## config.mk

```make
export PLATFORM = sky130hd
export DESIGN_NAME = request_handler
export DESIGN_NICKNAME = d
export VERILOG_FILES = /design/src/rtl/request_handler_pkg.sv /design/src/rtl/request_handler_timeout_counter.sv /design/src/rtl/request_handler.sv
export SDC_FILE = /design/constraint.sdc
export NUM_CORES = 1
export LEC_CHECK = 0
export CORE_ASPECT_RATIO = 1.25
export CORE_MARGIN = 2
export CORE_UTILIZATION = 50
export DETAILED_ROUTE_END_ITERATION = 6
export PLACE_DENSITY = 0.69
export SLEW_MARGIN = 20
export SYNTH_ARGS = -nofsm -noshare
export SYNTH_HDL_FRONTEND = slang
export SYNTH_SLANG_ARGS = --single-unit
```

## constraint.sdc

```tcl
create_clock -name clock -period 2.4 [get_ports clock]
set_input_delay 0.48 -clock clock [delete_from_list [all_inputs] [get_ports clock]]
set_output_delay 0.48 -clock clock [all_outputs]
set_load 0.05 [all_outputs]
```

## src/rtl/request_handler_pkg.sv

```systemverilog
// Shared sensor request protocol definitions.
// - state_t    : request handler FSM states
// - ERR_*      : error_code values reported on request_error
// - REQ_CODE_* : request code range limits (default legal range 0x00..0x06)
// - SENSOR_ADDR_MAX_DEFAULT : default highest legal sensor address
package request_handler_pkg;

  typedef enum logic [1:0] {
    ST_IDLE      = 2'b00,
    ST_WAIT_ADDR = 2'b01,
    ST_CHECK     = 2'b10,
    ST_ISSUE     = 2'b11
  } state_t;

  localparam logic [1:0] ERR_NONE     = 2'b00;
  localparam logic [1:0] ERR_BAD_CODE = 2'b01;
  localparam logic [1:0] ERR_BAD_ADDR = 2'b10;
  localparam logic [1:0] ERR_TIMEOUT  = 2'b11;

  localparam logic [7:0] REQ_CODE_MIN            = 8'h00;
  localparam logic [7:0] REQ_CODE_MAX_DEFAULT    = 8'h06;
  localparam logic [7:0] SENSOR_ADDR_MAX_DEFAULT = 8'h1F;

endpackage

```

## src/rtl/request_handler_timeout_counter.sv

```systemverilog
// Inter-byte timeout counter.
// Ports:
//   clock   : rising-edge clock
//   reset   : synchronous active-high reset, clears the count
//   clear   : restart the count from zero
//   enable  : advance the count by one this cycle
//   expired : count has reached TIMEOUT_CYCLES-1
// The count saturates at TIMEOUT_CYCLES-1 and never wraps.
module timeout_counter #(
  parameter int unsigned TIMEOUT_CYCLES = 50_000_000
) (
  input  logic clock,
  input  logic reset,
  input  logic clear,
  input  logic enable,
  output logic expired
);

  localparam int unsigned CW = (TIMEOUT_CYCLES > 1) ? $clog2(TIMEOUT_CYCLES) : 1;
  localparam logic [CW-1:0] LAST = CW'(TIMEOUT_CYCLES - 1);

  logic [CW-1:0] count;

  assign expired = (count == LAST);

  always_ff @(posedge clock) begin
    if (reset || clear) begin
      count <= '0;
    end else if (enable && !expired) begin
      count <= count + 1'b1;
    end
  end

endmodule

```

## src/rtl/request_handler.sv

```systemverilog
// Two-byte request parser between a UART receiver and sensor logic.
// First rx_done byte is the request code, second is the sensor address.
// The pair is range-checked and then presented downstream.
// Ports:
//   clock, reset          : rising-edge clock, synchronous active-high reset
//   rx_done, rx_data      : single-cycle byte strobe and byte from the UART
//   request_ack           : downstream accepts the presented request
//   request_valid         : request_code/sensor_address valid
//   request_code          : validated request code
//   sensor_address        : validated sensor address
//   request_error         : single-cycle error strobe
//   error_code            : last error (see ERR_* in the package)
//   busy                  : FSM is not in IDLE
//   fsm_state             : current FSM state, for observation
// Handshake: a request transfers on a rising edge where request_valid and
// request_ack are both high. Once raised, request_valid, request_code and
// sensor_address stay unchanged until that transfer; request_ack is
// ignored while request_valid is low.
module request_handler
  import request_handler_pkg::*;
#(
  parameter int unsigned TIMEOUT_CYCLES = 50_000_000,
  parameter logic [7:0]  MAX_CODE       = REQ_CODE_MAX_DEFAULT,
  parameter logic [7:0]  MAX_ADDRESS    = SENSOR_ADDR_MAX_DEFAULT
) (
  input  logic       clock,
  input  logic       reset,
  input  logic       rx_done,
  input  logic [7:0] rx_data,
  input  logic       request_ack,
  output logic       request_valid,
  output logic [7:0] request_code,
  output logic [7:0] sensor_address,
  output logic       request_error,
  output logic [1:0] error_code,
  output logic       busy,
  output state_t     fsm_state
);

  state_t     state;
  logic [7:0] code_q;
  logic [7:0] addr_q;
  logic       timer_clear;
  logic       timer_enable;
  logic       timer_expired;

  // Count only the idle cycles between the two bytes; a cycle carrying the
  // second byte is never counted, so a byte on the expiry cycle wins.
  assign timer_clear  = (state == ST_IDLE) && rx_done;
  assign timer_enable = (state == ST_WAIT_ADDR) && !rx_done;
  assign fsm_state    = state;

  timeout_counter #(
    .TIMEOUT_CYCLES(TIMEOUT_CYCLES)
  ) u_timeout (
    .clock   (clock),
    .reset   (reset),
    .clear   (timer_clear),
    .enable  (timer_enable),
    .expired (timer_expired)
  );

  always_ff @(posedge clock) begin
    if (reset) begin
      state          <= ST_IDLE;
      code_q         <= 8'h00;
      addr_q         <= 8'h00;
      request_valid  <= 1'b0;
      request_code   <= 8'h00;
      sensor_address <= 8'h00;
      request_error  <= 1'b0;
      error_code     <= ERR_NONE;
      busy           <= 1'b0;
    end else begin
      request_error <= 1'b0;
      case (state)
        ST_IDLE: begin
          if (rx_done) begin
            code_q <= rx_data;
            state  <= ST_WAIT_ADDR;
            busy   <= 1'b1;
          end
        end
        ST_WAIT_ADDR: begin
          if (rx_done) begin
            addr_q <= rx_data;
            state  <= ST_CHECK;
          end else if (timer_expired) begin
            state         <= ST_IDLE;
            busy          <= 1'b0;
            request_error <= 1'b1;
            error_code    <= ERR_TIMEOUT;
          end
        end
        ST_CHECK: begin
          // Bad code is reported in preference to bad address.
          if (code_q > MAX_CODE) begin
            state         <= ST_IDLE;
            busy          <= 1'b0;
            request_error <= 1'b1;
            error_code    <= ERR_BAD_CODE;
          end else if (addr_q > MAX_ADDRESS) begin
            state         <= ST_IDLE;
            busy          <= 1'b0;
            request_error <= 1'b1;
            error_code    <= ERR_BAD_ADDR;
          end else begin
            state          <= ST_ISSUE;
            request_code   <= code_q;
            sensor_address <= addr_q;
          end
        end
        ST_ISSUE: begin
          // request_valid rises one cycle after entering ISSUE, giving the
          // two-edge latency from the second byte.
          if (request_valid && request_ack) begin
            request_valid <= 1'b0;
            state         <= ST_IDLE;
            busy          <= 1'b0;
          end else begin
            request_valid <= 1'b1;
          end
        end
        default: begin
          state         <= ST_IDLE;
          request_valid <= 1'b0;
          busy          <= 1'b0;
        end
      endcase
    end
  end

endmodule

```

Yosys cells after proc, flatten, opt, wreduce, memory -nomap -nowiden
Cells that the tools add are included.
W data, S select, Z words.
- $add $sub $neg: 1
- bitwise operators: 2
- equality and inequality tests: 10
- mux-type cells: 25
- magnitude comparators: 2
- reduce and logical (&&, ||, !) cells: 15
- operator list (cell ; number):
    $add A26 B1 Y26 const B ; 1
    $eq A26 B26 Y1 const B ; 1
    $mux W2 ; 10
    $mux W1 ; 11
    $gt A8 B3 Y1 const B ; 1
    $gt A8 B5 Y1 const B ; 1
    $pmux W2 S4 ; 1
    $ne A2 B2 Y1 const B ; 3
    $reduce_and A3 Y1 ; 2
    $reduce_and A5 Y1 ; 1
    $eq A2 B2 Y1 const B ; 2
    $logic_and A1 B1 Y1 ; 4
    $pmux W1 S4 ; 1
    $pmux W2 S2 ; 1
    $reduce_and A2 Y1 ; 2
    $reduce_and A4 Y1 ; 1
    $ne A3 B2 Y1 const B ; 1
    $ne A3 B3 Y1 const B ; 1
    $eq A2 B1 Y1 const B ; 1
    $logic_not A1 Y1 ; 2
    $logic_not A2 Y1 ; 1
    $ne A2 B1 Y1 const B ; 1
    $not A1 Y1 ; 2
    $pmux W1 S2 ; 1
    2 further kinds ; 2
- output and inout port bits: 23
- input bits: 12
- word-level logic and storage cells: 65
- register bits after elaboration: 65

Depth between registers and ports, before layout
Gate-level depths: netlist of run 1.
- word-level depth: 4
- gate-level depth with buffers: 8
- gate-level depth less buffers: 7

Hierarchy
Synthesis of run 1 repeated with hierarchy kept, for this count alone.
- cell total of the unflattened synthesis: 335
- area total of the unflattened synthesis: 2877.8 um^2
- by module, submodules not included (module ; area an instance (um^2) ; times used ; cells each ; seq. area each (um^2)):
    request_handler ; 1577.8 ; 1 ; 176 ; 780.7
    timeout_counter ; 1300.0 ; 1 ; 159 ; 520.5

Worst setup path after synthesis of run 1
Ideal clock, no wire load.
- kind: reg2reg
- from: reg state[0] (netlist: fsm_state[0])
- to: reg u_timeout.count[16]
- arrival: 2164 ps
- setup slack: 177 ps
- stages on the path, launching flop included: 7
- path through: dfxtp_1 > ha_1 > nor2b_1 > o211ai_2 > buf_6 > or4_1 > nand2_1
- longest elaborated chain between the ends: 3
- ends and longest elaborated chain (what ; line ; RTL):
    from (decl) ; request_handler.sv:40 ; state_t state;
    from (signal assigned) ; request_handler.sv:65 ; state <= ST_IDLE;
    from (signal assigned) ; request_handler.sv:80 ; state <= ST_WAIT_ADDR;
    from (signal assigned) ; request_handler.sv:87 ; state <= ST_CHECK;
    $eq A2 B1 Y1 / $logic_not A2 Y1 (equally long branches) ; request_handler.sv:50, request_handler.sv:49 ;
    $logic_and A1 B1 Y1, on equally long branches ; request_handler.sv:50, request_handler.sv:49 ;
    $logic_and A1 B1 Y1 / $logic_or A1 B1 Y1 (equally long branches) ; request_handler_timeout_counter.sv:29, request_handler_timeout_counter.sv:27 ;
    to (signal assigned) ; request_handler_timeout_counter.sv:30 ; count <= count + 1'b1;
    to (decl) ; request_handler_timeout_counter.sv:22 ; logic [CW-1:0] count;
Parallel ways exist; a longest one is shown, timed or not.
A chain may end at the register's enable or synchronous reset.

Worst setup path after layout of run 1
- from: reg state[0] (netlist: fsm_state[0])
- to: out fsm_state[0]
- RTL lines (what ; line ; RTL):
    to (decl) ; request_handler.sv:37 ; output state_t fsm_state
No word-level cell between the ends.

==> flow_summary.toml, run 1 <==
[layout]
design_area_sq_mm = 0.00363
nFillCells = 492
area_growth_pct = 24.9
final_core_util = 0.636
diodes = 0
drive_gt1_frac = 0.121
finalNonFillerCells = 439
nets = 386

[synthesis]
ys_warn_count = 0
syn_area_per_cell_sq_um = 9.02
syn-instance-count = 322
ys_async_sr_fraction = 0
synth.yosys.seq_area_share = 0.448
synth_top_flop_cell = "dfxtp_1"
syn-cell-area_sq_mm = 0.00290
ys_ff_latch = 65
ys_types = 46
synth-edff-count = 0
syn-num-nets = 340

[clock_network]
cts_buffers = 9
cts_buffer_depth = 2
cts_tree = "yes"
path_clk_slew_ns = 0.07
insertion_delay_ns = 0.34
numClockSinks = 65
root_buffer = "clkbuf_8"
htreeDepth = 3
hold_buffers = 0

[detailed_routing]
totalWireLength_microns = 6240
vias = 2477
firstDrtPassIters = 4
route.detailed.drc = 0
drtIter0Drc = 122
ant_nets = 0
avgRoutedWirePerCell_microns = 14.2
vias_per_cell = 5.64

[worst_setup_path]
critical_path_required_ns = 1.92
endpoint_kind = "output port"
worst_setup_path_start_kind = "flop"
worst-r2r-setup-slack_ns = 0.33
cp.buffers_inverters = 1
critical_path.top_delay_family = "buffers and inverters"
max_stage_delay_ns = 0.85
slowest_stage = "clkdlybuf4s50_1"
cp.arrival_ns = 1.61
crit_fanout = 5
critical_path_class = "reg -> out"
crit_chain = "clkdlybuf4s50_1"

[place]
numPortBuffers = 34
place_area_sq_mm = 0.00337
pre_cts_ws_ns = 0.109
dp.cells = 423
hpwl_microns = 4460
gp_congestion = 0.788

[power]
peakVddDrop_v = 0.000539
p_seq_frac = 0.448
clockPowerShare = 0.449
internal_power_mw = 1.91
switchingPower_mw = 0.608
power.density_mw_per_mm2 = 693
swShare = 0.242
power_mw = 2.51
comb_power_share = 0.103
p_leak_nw = 1.34

[timing]
hold_viol = 0
setup_ws_ns = 0.308
setup_tns_ns = 0
period_share = 0.872
post-route-min-period_ns = 2.09
hold_ws_ns = 0.457
setup_viol_count_final = 0
fmax_mhz = 478
relSlewSlack = 0.657
slew_violations = 0
finClkSkew_ns = 0.00598
rsz0062_at_grt = "no"
worst_pin_slew_ns = 0.513

[floorplan]
rows = 31
fp.coreArea_sq_mm = 0.00570
die_w_microns = 72.2
fp.dieArea_sq_mm = 0.00644
io_pins = 35
initial_utilization = 0.509
die_h_microns = 89.2

[global_route]
grt_pass1_wl_microns = 10500
grt_start_max_net_pins = 35
grt_pass1_vias = 2250
grt_usage = 0.210
overflow = 0
antenna_found_initial = 0

[worst_hold_path]
min_path_type = "reg -> reg"

[job]
drv_cap = 0

[outcome]
status = "completed"
## worst min-delay path, delay by kind of cell (launching register included)
kind,cells,cell delay [ns]
AND/OR/NAND/NOR,1,0.05
AO/OA/AOI/OAI,1,0.05
flip-flops,1,0.31
## power by group through the flow
stage	registers (mW)	clock network (mW)	logic, mW
after floorplan	1.17	0	0.136
after global placement	1.15	0	0.255
after detailed placement	1.15	0	0.255
after CTS	1.13	1.15	0.259
after global routing	1.13	1.20	0.288
final	1.13	1.13	0.258
## final timing paths
check	from	end	cells after the start
worst max-delay path	fsm_state[0]	fsm_state[0]	1
worst max register to register	fsm_state[1]	u_timeout.count[18]	6
worst min-delay path	code_q[5]	code_q[5]	2
worst min register to register	code_q[5]	code_q[5]	2
## what timing repair did
item                                   4_1_cts  5_1_grt
buffers inserted                             0        0
setup endpoints to repair                    0        3
resized for setup                            0        2
endpoints found under the hold margin        0        0
## area by class of cell
type | count | area, sq um | area share
well taps | 66 | 82.6 | 0.0228
clock inverters | 6 | 116 | 0.0321
flip-flops and latches | 65 | 1300 | 0.359
multi-input cells | 238 | 1530 | 0.420
clock buffers | 10 | 128 | 0.0352
repair buffers | 50 | 460 | 0.127
inverters | 4 | 15.0 | 0.00414
## cells in the mapped netlist, types with 2 or more instances
cell type | instances | area share
dfxtp_1 | 65 | 0.45
nand2_1 | 40 | 0.052
a21oi_1 | 37 | 0.064
nand3_1 | 18 | 0.031
nor2_1 | 17 | 0.022
and2_1 | 11 | 0.024
o21ai_0 | 11 | 0.019
clkbuf_1 | 10 | 0.013
mux2i_1 | 10 | 0.034
o31ai_1 | 10 | 0.026
or4_1 | 10 | 0.026
or3_1 | 9 | 0.019
nand4_1 | 7 | 0.015
ha_1 | 6 | 0.026
nand2b_1 | 5 | 0.011
and3_1 | 4 | 0.0086
inv_1 | 4 | 0.0052
nor3_1 | 4 | 0.0069
o211ai_1 | 4 | 0.010
o21a_1 | 4 | 0.010
xor2_1 | 4 | 0.012
nor2b_1 | 3 | 0.0065
and4_1 | 2 | 0.0060
buf_2 | 2 | 0.0034
buf_4 | 2 | 0.0052
nor4b_4 | 2 | 0.016
o211ai_2 | 2 | 0.0086
## layer usage
layer	vias to the layer above	GRT usage	part of all wire
met5	-	0	0
met4	0	0.0909	0.017
met3	9	0.0496	0.028
met2	35	0.367	0.52
met1	1174	0.245	0.44
li1	1259	-	-
## state kept, by name, summed over array words and instances (netlist names)
name             cells
addr_q               8
sensor_address       8
busy                 1
fsm_state            2
request_error        1
request_valid        1
request_code         8
code_q               8
u_timeout.count     26
error_code           2
## kinds of logic (layout without fill, tap and decap cells)
family | count (synthesis) | count (layout) | synth area share
fa+ha+maj | 6 | 6 | 0.0259
flops | 65 | 65 | 0.448
mux | 10 | 10 | 0.0345
buf+inv | 19 | 70 | 0.0306
compound gates | 76 | 76 | 0.162
xor+xnor | 4 | 4 | 0.0121
simple gates | 142 | 142 | 0.287
## cells in the final DEF, fill, tap and decap left out, types with 10 or more instances in the layout
cell / instances
or4_1: 10
nor2_1: 17
o31ai_1: 10
clkdlybuf4s50_1: 34
buf_4: 16
nand2_1: 40
o21ai_0: 11
nand3_1: 18
and2_1: 11
a21oi_1: 37
dfxtp_1: 65
mux2i_1: 10
Note: power is estimated with default switching activity, not from simulation.
==> run 2, diff against run 1 <==
--- a/config.mk
+++ b/config.mk
@@ -7,9 +7,9 @@
 export LEC_CHECK = 0
 export CORE_ASPECT_RATIO = 1.25
 export CORE_MARGIN = 2
-export CORE_UTILIZATION = 50
+export CORE_UTILIZATION = 40
 export DETAILED_ROUTE_END_ITERATION = 6
-export PLACE_DENSITY = 0.69
+export PLACE_DENSITY = 0.56
 export SLEW_MARGIN = 20
 export SYNTH_ARGS = -nofsm -noshare
 export SYNTH_HDL_FRONTEND = slang
==> constraint.sdc (replaced) <==
create_clock -name clock -period 2.4 [get_ports clock]
set_input_delay 0.36 -clock clock [delete_from_list [all_inputs] [get_ports clock]]
set_output_delay 0.36 -clock clock [all_outputs]
set_load 0.05 [all_outputs]
==> run 2 against run 1 <==
Sequential cell count stayed put. Routed wire length grew 5.2%. Die area is 24% higher. Sequential share of layout area grew 0.36 points. Combinational power hardly changed. Utilization decreased by 12 points.
==> flow_summary.toml, run 2 (synthesis results as in run 1) <==
[floorplan]
fp.dieArea_sq_mm = 0.00796
rows = 34
io_pins = 35
initial_utilization = 0.414
die_w_microns = 80.2
fp.coreArea_sq_mm = 0.00702
die_h_microns = 99.3

[timing]
fmax_mhz = 486
finClkSkew_ns = 0.00636
setup_tns_ns = 0
relSlewSlack = 0.607
setup_viol_count_final = 0
rsz0062_at_grt = "no"
period_share = 0.857
setup_ws_ns = 0.343
post-route-min-period_ns = 2.06
slew_violations = 0
hold_viol = 0
worst_pin_slew_ns = 0.585

[power]
clockPowerShare = 0.432
swShare = 0.259
internal_power_mw = 1.80
p_leak_nw = 1.31
p_seq_frac = 0.463
comb_power_share = 0.105
switchingPower_mw = 0.629
peakVddDrop_v = 0.000551
power.density_mw_per_mm2 = 676

[worst_setup_path]
crit_chain = "ha_1, and2_1, nand2_1, or3_4, or4_1, a21oi_1"
r2r_end = "u_timeout.count[22]"
critical_path_required_ns = 2.67
max_stage_delay_ns = 0.44
critical_path_class = "reg -> reg"
cp.arrival_ns = 2.33
slowest_stage = "or3_4"
crit_fanout = 7
endpoint_kind = "flop"
critical_path.top_delay_family = "simple AND/OR/NAND/NOR gates"
r2r_start = "u_timeout.count[0]"
worst-r2r-setup-slack_ns = 0.34
cp.buffers_inverters = 0
reg2reg_depth = 6
worst_setup_path_start_kind = "flop"

[layout]
diodes = 0
area_growth_pct = 23.7
largest_reg_flops = 26
drive_gt1_frac = 0.109
seqCellArea_sq_mm = 0.00130
final_common_cell = "dfxtp_1"
top_register = "u_timeout.count"
nets = 381
final_cell_mix = "65 x dfxtp_1, 40 x nand2_1, 37 x a21oi_1"
nFillCells = 686
multiInputGateArea_sq_mm = 0.00151

[detailed_routing]
firstDrtPassIters = 4
drtIter0Drc = 107
vias_per_cell = 5.35
vias = 2451
avgRoutedWirePerCell_microns = 14.3
route.detailed.drc = 0
totalWireLength_microns = 6560
ant_nets = 0

[place]
hpwl_microns = 4670
pre_cts_ws_ns = 0.312
numPortBuffers = 34
gp_congestion = 0.768

[clock_network]
root_buffer = "clkbuf_8"
cts_buffer_depth = 2
post_cts_resized = 0
post-cts-setup-buffers = 0
numClockSinks = 65
cts_tree = "yes"
path_clk_slew_ns = 0.08
hold_buffers = 0
htreeDepth = 3
insertion_delay_ns = 0.33
cts_buffers = 9

[job]
drv_cap = 0

[worst_hold_path]
hold_end = "sensor_address[6]"
min_from = "sensor_address[6]"
min_path_type = "reg -> reg"
holdPathStages = 1

[global_route]
top_usage_layer = "met2"
overflow = 0
grt_usage = 0.177
use_met2 = 0.305
grt.met3_usage = 0.0526
grt_pass1_vias = 2326
antenna_found_initial = 0
grt_use_met1 = 0.206
grt_pass1_wl_microns = 11000
grt_start_max_net_pins = 35

[outcome]
status = "completed"
[run 2: cell types whose count changed in the layout (fill, tap and decap cells not counted), sizes merged]
cell      delta
clkbuf       -1
inv          +2
bufinv       -1
clkinv       -1
clkinvlp     +1
buf          -5
[run 2: final cells by class]
type                       instances  share of cell area
clock buffer                       9              0.0345
sequential                        65               0.362
clock inverter                     7              0.0286
inverter                           4             0.00418
multi-input combinational        238               0.421
timing repair buffer              45               0.118
tap                               90              0.0313
[run 2: how the worst max path moves through the flow]
stage                       start                  end  slack (ns)  cells past startpoint
6_report       u_timeout.count[0]  u_timeout.count[22]        0.34                      6
5_1_grt              fsm_state[1]  u_timeout.count[18]        0.15                      7
2_1_floorplan        fsm_state[0]  u_timeout.count[16]        0.18                      6
3_5_place_dp              rx_done  u_timeout.count[18]        0.31                      6
3_3_place_gp              rx_done  u_timeout.count[18]        0.31                      6
4_1_cts        u_timeout.count[0]  u_timeout.count[24]        0.33                      6
[run 2: per-stage QoR]
step / hold WS, ns / util / power (mW) / cell area (sq um) / instances
after floorplan: 0.436 / - / 1.31 / 2900 / 322
after global placement: 0.442 / 0.480 / 1.41 / 3370 / 442
after detailed placement: 0.446 / 0.480 / 1.41 / 3370 / 442
after CTS: 0.461 / 0.512 / 2.46 / 3590 / 458
after global routing: 0.484 / 0.512 / 2.54 / 3590 / 458
final: 0.459 / 0.512 / 2.43 / 3590 / 458
[run 2: per-layer routing]
metal / wire length, microns / up-vias
met2: 3410 / 35
li1: - / 1248
met3: 237 / 4
met4: 51 / 0
met5: 0 / -
met1: 2860 / 1164
[run 2: power by group through the flow]
stage	Combinational (mW)	Sequential (mW)	Clock, mW
floorplan	0.136	1.17	0
global placement	0.257	1.15	0
detailed placement	0.259	1.15	0
CTS	0.260	1.13	1.08
global route	0.282	1.13	1.13
finish	0.255	1.13	1.05
==> run 3, diff against run 2 <==
--- a/config.mk
+++ b/config.mk
@@ -5,6 +5,7 @@
 export SDC_FILE = /design/constraint.sdc
 export NUM_CORES = 1
 export LEC_CHECK = 0
+export CAP_MARGIN = 10
 export CORE_ASPECT_RATIO = 1.25
 export CORE_MARGIN = 2
 export CORE_UTILIZATION = 40
==> results of run 3 <==
Same layout as run 2: the final DEF is identical, and so are final timing and power.
